## src/rtl/cache_2way_wb_ctrl.sv

```systemverilog
// cache_2way_wb_ctrl
//   2-way set-associative, write-back, write-allocate cache controller with
//   one word per line and one LRU bit per set (lru = victim way).
//
// Ports
//   clock, reset_n        : clock, asynchronous active-low reset
//   cpu_req/cpu_wren      : CPU request valid (sampled in IDLE), write select
//   cpu_addr/cpu_wdata    : CPU address {tag,index} and write data
//   cpu_ready/cpu_rdata   : one-cycle completion pulse, read data (held)
//   hit                   : hit flag of the completing access
//   writeback             : high while a dirty victim is written back
//   mem_req/mem_we        : memory request (held until acked), write select
//   mem_addr/mem_wdata    : memory word address, writeback data
//   mem_rdata/mem_ack     : fill data, memory completion
//   hit_count/miss_count  : saturating statistics counters
module cache_2way_wb_ctrl #(
   parameter int DATA_W = 8,
   parameter int IDX_W  = 2,
   parameter int TAG_W  = 3,
   parameter int CNT_W  = 16
) (
   input  logic                    clock,
   input  logic                    reset_n,
   input  logic                    cpu_req,
   input  logic                    cpu_wren,
   input  logic [TAG_W+IDX_W-1:0]  cpu_addr,
   input  logic [DATA_W-1:0]       cpu_wdata,
   output logic                    cpu_ready,
   output logic [DATA_W-1:0]       cpu_rdata,
   output logic                    hit,
   output logic                    writeback,
   output logic                    mem_req,
   output logic                    mem_we,
   output logic [TAG_W+IDX_W-1:0]  mem_addr,
   output logic [DATA_W-1:0]       mem_wdata,
   input  logic [DATA_W-1:0]       mem_rdata,
   input  logic                    mem_ack,
   output logic [CNT_W-1:0]        hit_count,
   output logic [CNT_W-1:0]        miss_count
);

   localparam int ADDR_W = TAG_W + IDX_W;
   localparam int SETS   = 2 ** IDX_W;

   typedef enum logic [1:0] {S_IDLE, S_WRITEBACK, S_FILL, S_RESPOND} state_t;

   state_t state, state_nx;

   // line storage
   logic [1:0]        valid_q [SETS];
   logic [1:0]        dirty_q [SETS];
   logic [SETS-1:0]   lru_q;
   logic [TAG_W-1:0]  tag_q   [SETS][2];
   logic [DATA_W-1:0] data_q  [SETS][2];

   // latched request
   logic [ADDR_W-1:0] r_addr;
   logic              r_wren;
   logic [DATA_W-1:0] r_wdata;
   logic              r_way;
   logic              hit_q;
   logic [DATA_W-1:0] rdata_q;
   logic              gap_q;

   // lookup on the live CPU address (used only in IDLE)
   logic [IDX_W-1:0]  lk_idx;
   logic [TAG_W-1:0]  lk_tag;
   logic              lk_hit0, lk_hit1, lk_hit, lk_way, lk_vic, lk_vic_dirty;
   logic [IDX_W-1:0]  r_idx;
   logic [TAG_W-1:0]  r_tag;
   logic              ack_eff;

   // array write controls
   logic              arr_we;
   logic [IDX_W-1:0]  arr_idx;
   logic              arr_way;
   logic [TAG_W-1:0]  arr_tag;
   logic [DATA_W-1:0] arr_data;
   logic              arr_dirty;
   logic              clr_we;
   logic              lru_we;
   logic              lru_val;

   always_comb begin
      lk_idx       = cpu_addr[IDX_W-1:0];
      lk_tag       = cpu_addr[ADDR_W-1:IDX_W];
      lk_hit0      = valid_q[lk_idx][0] && (tag_q[lk_idx][0] == lk_tag);
      lk_hit1      = valid_q[lk_idx][1] && (tag_q[lk_idx][1] == lk_tag);
      lk_hit       = lk_hit0 || lk_hit1;
      lk_way       = lk_hit0 ? 1'b0 : 1'b1;
      if (!valid_q[lk_idx][0])      lk_vic = 1'b0;
      else if (!valid_q[lk_idx][1]) lk_vic = 1'b1;
      else                          lk_vic = lru_q[lk_idx];
      lk_vic_dirty = valid_q[lk_idx][lk_vic] && dirty_q[lk_idx][lk_vic];
      r_idx        = r_addr[IDX_W-1:0];
      r_tag        = r_addr[ADDR_W-1:IDX_W];
   end

   // ---------------- FSM: state register ----------------
   always_ff @(posedge clock or negedge reset_n) begin
      if (!reset_n) state <= S_IDLE;
      else          state <= state_nx;
   end

   // ---------------- FSM: next state ----------------
   always_comb begin
      state_nx = state;
      case (state)
         S_IDLE:
            if (cpu_req) begin
               if (lk_hit)            state_nx = S_RESPOND;
               else if (lk_vic_dirty) state_nx = S_WRITEBACK;
               else if (cpu_wren)     state_nx = S_RESPOND;
               else                   state_nx = S_FILL;
            end
         S_WRITEBACK:
            if (ack_eff) state_nx = r_wren ? S_RESPOND : S_FILL;
         S_FILL:
            if (ack_eff) state_nx = S_RESPOND;
         S_RESPOND:
            state_nx = S_IDLE;
         default:
            state_nx = S_IDLE;
      endcase
   end

   // ---------------- FSM: outputs ----------------
   // gap_q holds mem_req low for the first FILL cycle after a writeback ack,
   // so an ack held high across the two transactions is not consumed twice.
   always_comb begin
      mem_req   = 1'b0;
      mem_we    = 1'b0;
      mem_addr  = '0;
      mem_wdata = '0;
      writeback = 1'b0;
      cpu_ready = 1'b0;
      case (state)
         S_WRITEBACK: begin
            mem_req   = 1'b1;
            mem_we    = 1'b1;
            mem_addr  = {tag_q[r_idx][r_way], r_idx};
            mem_wdata = data_q[r_idx][r_way];
            writeback = 1'b1;
         end
         S_FILL: begin
            mem_req  = !gap_q;
            mem_addr = r_addr;
         end
         S_RESPOND: cpu_ready = 1'b1;
         default: ;
      endcase
      ack_eff = mem_ack && mem_req;
   end

   assign cpu_rdata = rdata_q;
   assign hit       = hit_q;

   // ---------------- array update controls ----------------
   always_comb begin
      arr_we    = 1'b0;
      arr_idx   = r_idx;
      arr_way   = r_way;
      arr_tag   = r_tag;
      arr_data  = r_wdata;
      arr_dirty = 1'b1;
      clr_we    = 1'b0;
      lru_we    = 1'b0;
      lru_val   = ~r_way;
      case (state)
         S_IDLE:
            if (cpu_req) begin
               arr_idx  = lk_idx;
               arr_tag  = lk_tag;
               arr_data = cpu_wdata;
               if (lk_hit) begin
                  arr_way = lk_way;
                  arr_we  = cpu_wren;
                  lru_we  = 1'b1;
                  lru_val = ~lk_way;
               end else if (!lk_vic_dirty && cpu_wren) begin
                  arr_way = lk_vic;
                  arr_we  = 1'b1;
                  lru_we  = 1'b1;
                  lru_val = ~lk_vic;
               end
            end
         S_WRITEBACK:
            if (ack_eff) begin
               clr_we = 1'b1;
               arr_we = r_wren;
               lru_we = r_wren;
            end
         S_FILL:
            if (ack_eff) begin
               arr_we    = 1'b1;
               arr_data  = mem_rdata;
               arr_dirty = 1'b0;
               lru_we    = 1'b1;
            end
         default: ;
      endcase
   end

   // ---------------- control state and counters ----------------
   always_ff @(posedge clock or negedge reset_n) begin
      if (!reset_n) begin
         r_addr     <= '0;
         r_wren     <= 1'b0;
         r_wdata    <= '0;
         r_way      <= 1'b0;
         hit_q      <= 1'b0;
         rdata_q    <= '0;
         gap_q      <= 1'b0;
         hit_count  <= '0;
         miss_count <= '0;
         lru_q      <= '0;
         for (int unsigned s = 0; s < SETS; s++) begin
            valid_q[s] <= '0;
            dirty_q[s] <= '0;
         end
      end else begin
         gap_q <= (state == S_WRITEBACK) && ack_eff && !r_wren;
         if (state == S_IDLE && cpu_req) begin
            r_addr  <= cpu_addr;
            r_wren  <= cpu_wren;
            r_wdata <= cpu_wdata;
            r_way   <= lk_hit ? lk_way : lk_vic;
            hit_q   <= lk_hit;
         end
         if (state != S_RESPOND && state_nx == S_RESPOND)
            rdata_q <= arr_we ? arr_data : data_q[lk_idx][lk_way];
         if (clr_we)
            dirty_q[r_idx][r_way] <= 1'b0;
         if (arr_we) begin
            valid_q[arr_idx][arr_way] <= 1'b1;
            dirty_q[arr_idx][arr_way] <= arr_dirty;
         end
         if (lru_we)
            lru_q[arr_idx] <= lru_val;
         if (state == S_RESPOND) begin
            if (hit_q) begin
               if (hit_count != '1) hit_count <= hit_count + CNT_W'(1);
            end else begin
               if (miss_count != '1) miss_count <= miss_count + CNT_W'(1);
            end
         end
      end
   end

   // tag and data arrays are not reset
   always_ff @(posedge clock) begin
      if (arr_we) begin
         tag_q[arr_idx][arr_way]  <= arr_tag;
         data_q[arr_idx][arr_way] <= arr_data;
      end
   end

endmodule

```

## config.mk

```make
export PLATFORM = sky130hd
export DESIGN_NAME = cache_2way_wb_ctrl
export DESIGN_NICKNAME = d
export VERILOG_FILES = /design/src/rtl/cache_2way_wb_ctrl.sv
export SDC_FILE = /design/constraint.sdc
export NUM_CORES = 1
export LEC_CHECK = 0
export ABC_AREA = 1
export CORE_ASPECT_RATIO = 1.4
export CORE_MARGIN = 2
export CORE_UTILIZATION = 55
export CTS_CLUSTER_DIAMETER = 50
export DETAILED_ROUTE_END_ITERATION = 8
export PLACE_DENSITY_LB_ADDON = 0.05
export SYNTH_ARGS = -nofsm -noshare
export SYNTH_HDL_FRONTEND = slang
export SYNTH_SLANG_ARGS = --single-unit
```

## constraint.sdc

```tcl
create_clock -name clock -period 3.4 [get_ports clock]
set_input_delay 0.68 -clock clock [delete_from_list [all_inputs] [get_ports clock]]
set_output_delay 0.68 -clock clock [all_outputs]
set_load 0.1 [all_outputs]
```

==> flow_summary_export.csv <==
group,metric,value,unit
outcome,outcome,"finished clean",
synthesis,synth-seq-cells,167,
timing,finalMaxSlewViolations,0,
synthesis,synth_nets,972,
grt,grt_pass1_wl,37.4,mm
grt,track_usage,0.310,
clocking,cts_resized,0,
synthesis,async_reset_ff_frac,0.473,
detailed_routing,drc,0,
detailed_routing,drt.antenna.violating_nets,0,
floorplanning,die_x,108,um
floorplanning,die-area,0.0162,mm2
floorplanning,rows,53,
detailed_routing,initialDrtViolationCount,502,
synthesis,synth_warnings,0,
synthesis,synth_edf_count,88,
detailed_routing,wl_met2,12.2,mm
synthesis,synth_area_per_cell,8.88,um2
synthesis,synth_top_family_by_area,"simple AND/OR/NAND/NOR gates",
synthesis,synth_top_area_share,0.317,
clocking,cts_buffer_depth,2,
power_and_ir_drop,power_density,903,mW/mm2
power_and_ir_drop,switchingPower,0.00427,W
clocking,ctsHoldBuffers,0,
synthesis,netlist_area,0.00833,mm2
critical_path,cpPeakStageDelay,0.38,ns
power_and_ir_drop,seqPwrFrac,0.317,
hold_path,hp-class,"in -> async",
critical_path,critical-path-top-delay-family,"compound AO/OA/AOI/OAI gates",
timing,clock.fmax,317,MHz
clocking,clock-root-buffer,"clkbuf_16",
detailed_routing,highest_layer,"met4",
timing,fin_crit,3.16,ns
detailed_routing,avgViaCountPerCell,5.76,
critical_path,cp.buffers_inverters,3,
detailed_routing,wire_per_inst,19.0,um
flow_run,max_cap_violations,0,
grt,grt-ovfl-total,0,
critical_path,startpoint_type,"register",
grt,grt_pass1_vias,7165,
clocking,cts_sinks,167,
placement,routabilityCongestion,0.909,
placement,dp_hpwl,17.0,mm
clocking,clk_latency,0.42,ns
placement,place_inst,1219,
floorplanning,core-area,0.0149,mm2
floorplanning,initial_core_util,0.559,
critical_path,crit_arrival,2.48,ns
synthesis,ys_seq_area_frac,0.554,
timing,setup_viol,0,
critical_path,path_cells,"inv_1, nor2_1, buf_4, a22oi_1, a31oi_1, o21ai_0, a21oi_2, buf_12",
detailed_routing,wl_met3,1.33,mm
detailed_routing,vias,7211,
detailed_routing,wl_met1,8.81,mm
detailed_routing,wl,23.7,mm
grt,grt_start_max_net_pins,80,
floorplanning,die_h,150,um
power_and_ir_drop,p_int,0.00494,W
placement,io_buffers,83,
clocking,cts_tree,"done",
final_layout,diodes,0,
synthesis,synth_area_leaders,"edfxtp_1 (32%), dfrtp_1 (24%), nand2_1 (13%)",
power_and_ir_drop,p_clk_frac,0.212,
synthesis,synth-adder-area-share,0.0105,
critical_path,cp_max_fo,24,
power_and_ir_drop,leakage,4.55,nW
timing,worst_pin_slew,0.980,ns
synthesis,synth.area.mux_share,0.00135,
final_layout,area_growth,22.2,%
synthesis,synth-compound-area-share,0.117,
critical_path,worstPathRequired,2.72,ns
final_layout,drive_gt1_frac,0.152,
critical_path,crit_type,"reg -> out",
timing,hold_slack,0.406,ns
power_and_ir_drop,peakVddDrop,0.00112,V
synthesis,yosysTopAreaCell,"edfxtp_1",
power_and_ir_drop,swShare,0.464,
clocking,cts_made_buffers,17,
synthesis,synth_cell_types,39,
floorplanning,ios,84,
timing,finalHoldViolCount,0,
timing,setup_tns,0,ns
final_layout,fin_nets,1079,
clocking,postCtsSetupBuffers,0,
detailed_routing,dr.pass1.iters,5,
final_layout,instances_no_fill,1251,
synthesis,netlist_instances,939,
clocking,htreeDepth,4,
timing,slew_headroom,0.346,
power_and_ir_drop,power_frac_comb,0.471,
clocking,path_clk_slew,0.07,ns
synthesis,yosys-top-cells-count,"nand2_1 (298), inv_1 (90), edfxtp_1 (88)",
timing,min_period_over_period,0.928,
timing,rsz0062_at_grt,"false",
grt,antenna_found_initial,0,
synthesis,synth_ff_type,"edfxtp_1",
timing,fin_skew,0.0121,ns
critical_path,cp-end-kind,"output port",
critical_path,crit_path_top_delay_cell,"dfrtp_1",
synthesis,synth_simple_gate_area_share,0.222,
synthesis,synth_most_common_cell,"nand2_1",
synthesis,synth_xor_area_frac,0.0305,
-- state kept, by name (all words and copies together), names as in the netlist, 4 cells and up --
signal      cells
cpu_rdata       8
hit_count      16
valid_q         8
miss_count     16
tag_q          24
r_wdata         8
lru_q           4
r_addr          5
dirty_q         8
data_q         64
-- layer usage --
metal | GRT usage | vias up
li1 | - | 3386
met1 | 0.352 | 3439
met2 | 0.536 | 298
met3 | 0.0557 | 88
met4 | 0.194 | 0
met5 | 0 | -
-- cell type report --
type | count | area (um2)
fillers | 1231 | 4730
flip-flops and latches | 167 | 4620
multi-input cells | 642 | 3240
repair buffers | 125 | 1150
clock buffers | 18 | 429
inverters | 93 | 353
well taps | 192 | 240
clock inverters | 14 | 161
-- cells by family (layout without fill, tap and decap cells) --
group                      after synthesis  count (layout)
AOI/OAI and AO/OA                      163             163
xor gates and xnor gates                29              29
adders and majority gates                7               7
buffers and inverters                  130             250
DFF                                    167             167
muxes                                    1               1
and+or+nand+nor                        442             442
-- metrics by stage --
stage | instance area, um2 | worst slack, ns | power, W | utilization
floorplan | 8400 | 0.0154 | 0.00582 | -
global placement | 9600 | 0.117 | 0.00720 | 0.643
detailed placement | 9600 | 0.0999 | 0.00724 | 0.643
CTS | 10200 | 0.269 | 0.00919 | 0.683
global route | 10200 | 0.151 | 0.00962 | 0.683
finish | 10200 | 0.243 | 0.00920 | 0.683
-- cells in the final DEF (no fill, tap or decap), types with 3 or more instances in the layout --
| cell type | synthesis | layout |
|---|---|---|
| nand2_1 | 298 | 298 |
| edfxtp_1 | 88 | 88 |
| buf_4 | 8 | 88 |
| inv_1 | 90 | 85 |
| dfrtp_1 | 79 | 79 |
| nand3_1 | 67 | 67 |
| o21ai_0 | 57 | 57 |
| a21oi_1 | 41 | 39 |
| nor2_1 | 39 | 38 |
| a22oi_1 | 25 | 25 |
| clkdlybuf4s50_1 | 0 | 24 |
| xor2_1 | 21 | 21 |
| clkbuf_16 | 0 | 17 |
| nand4_1 | 12 | 12 |
| buf_12 | 0 | 12 |
| o211ai_1 | 10 | 10 |
| a31oi_1 | 10 | 10 |
| nor3_1 | 8 | 8 |
| xnor2_1 | 8 | 8 |
| inv_2 | 3 | 7 |
| ha_1 | 7 | 6 |
| nand3_2 | 5 | 5 |
| o21ai_1 | 5 | 5 |
| nor4_1 | 5 | 5 |
| clkinvlp_4 | 0 | 4 |
| inv_6 | 0 | 4 |
| a221oi_1 | 3 | 3 |
| a211oi_1 | 4 | 3 |
| a21oi_2 | 1 | 3 |
-- power groups by stage --
stage               registers (W)  logic [W]  clock network (W)
finish                    0.00291    0.00433            0.00195
global route              0.00295    0.00462            0.00205
CTS                       0.00291    0.00431            0.00197
detailed placement        0.00295    0.00429                  0
global placement          0.00294    0.00426                  0
floorplan                 0.00352    0.00230                  0
-- final timing paths --
| check | slack (ns) | cells past startpoint | end | from |
|---|---|---|---|---|
| worst max register to register | 0.41 | 12 | data_q[1][6] | state[0] |
| worst min register to register | 0.46 | 2 | valid_q[3] | valid_q[3] |
| max in group asynchronous | 2.35 | 1 | r_wdata[0] | reset_n |
| worst min-delay path | 0.41 | 1 | hit_count[15] | reset_n |
| worst max-delay path | 0.24 | 8 | mem_addr[3] | r_addr[0] |
| min in group clock | 0.46 | 2 | valid_q[3] | valid_q[3] |
(Power assumes the default switching activity.)
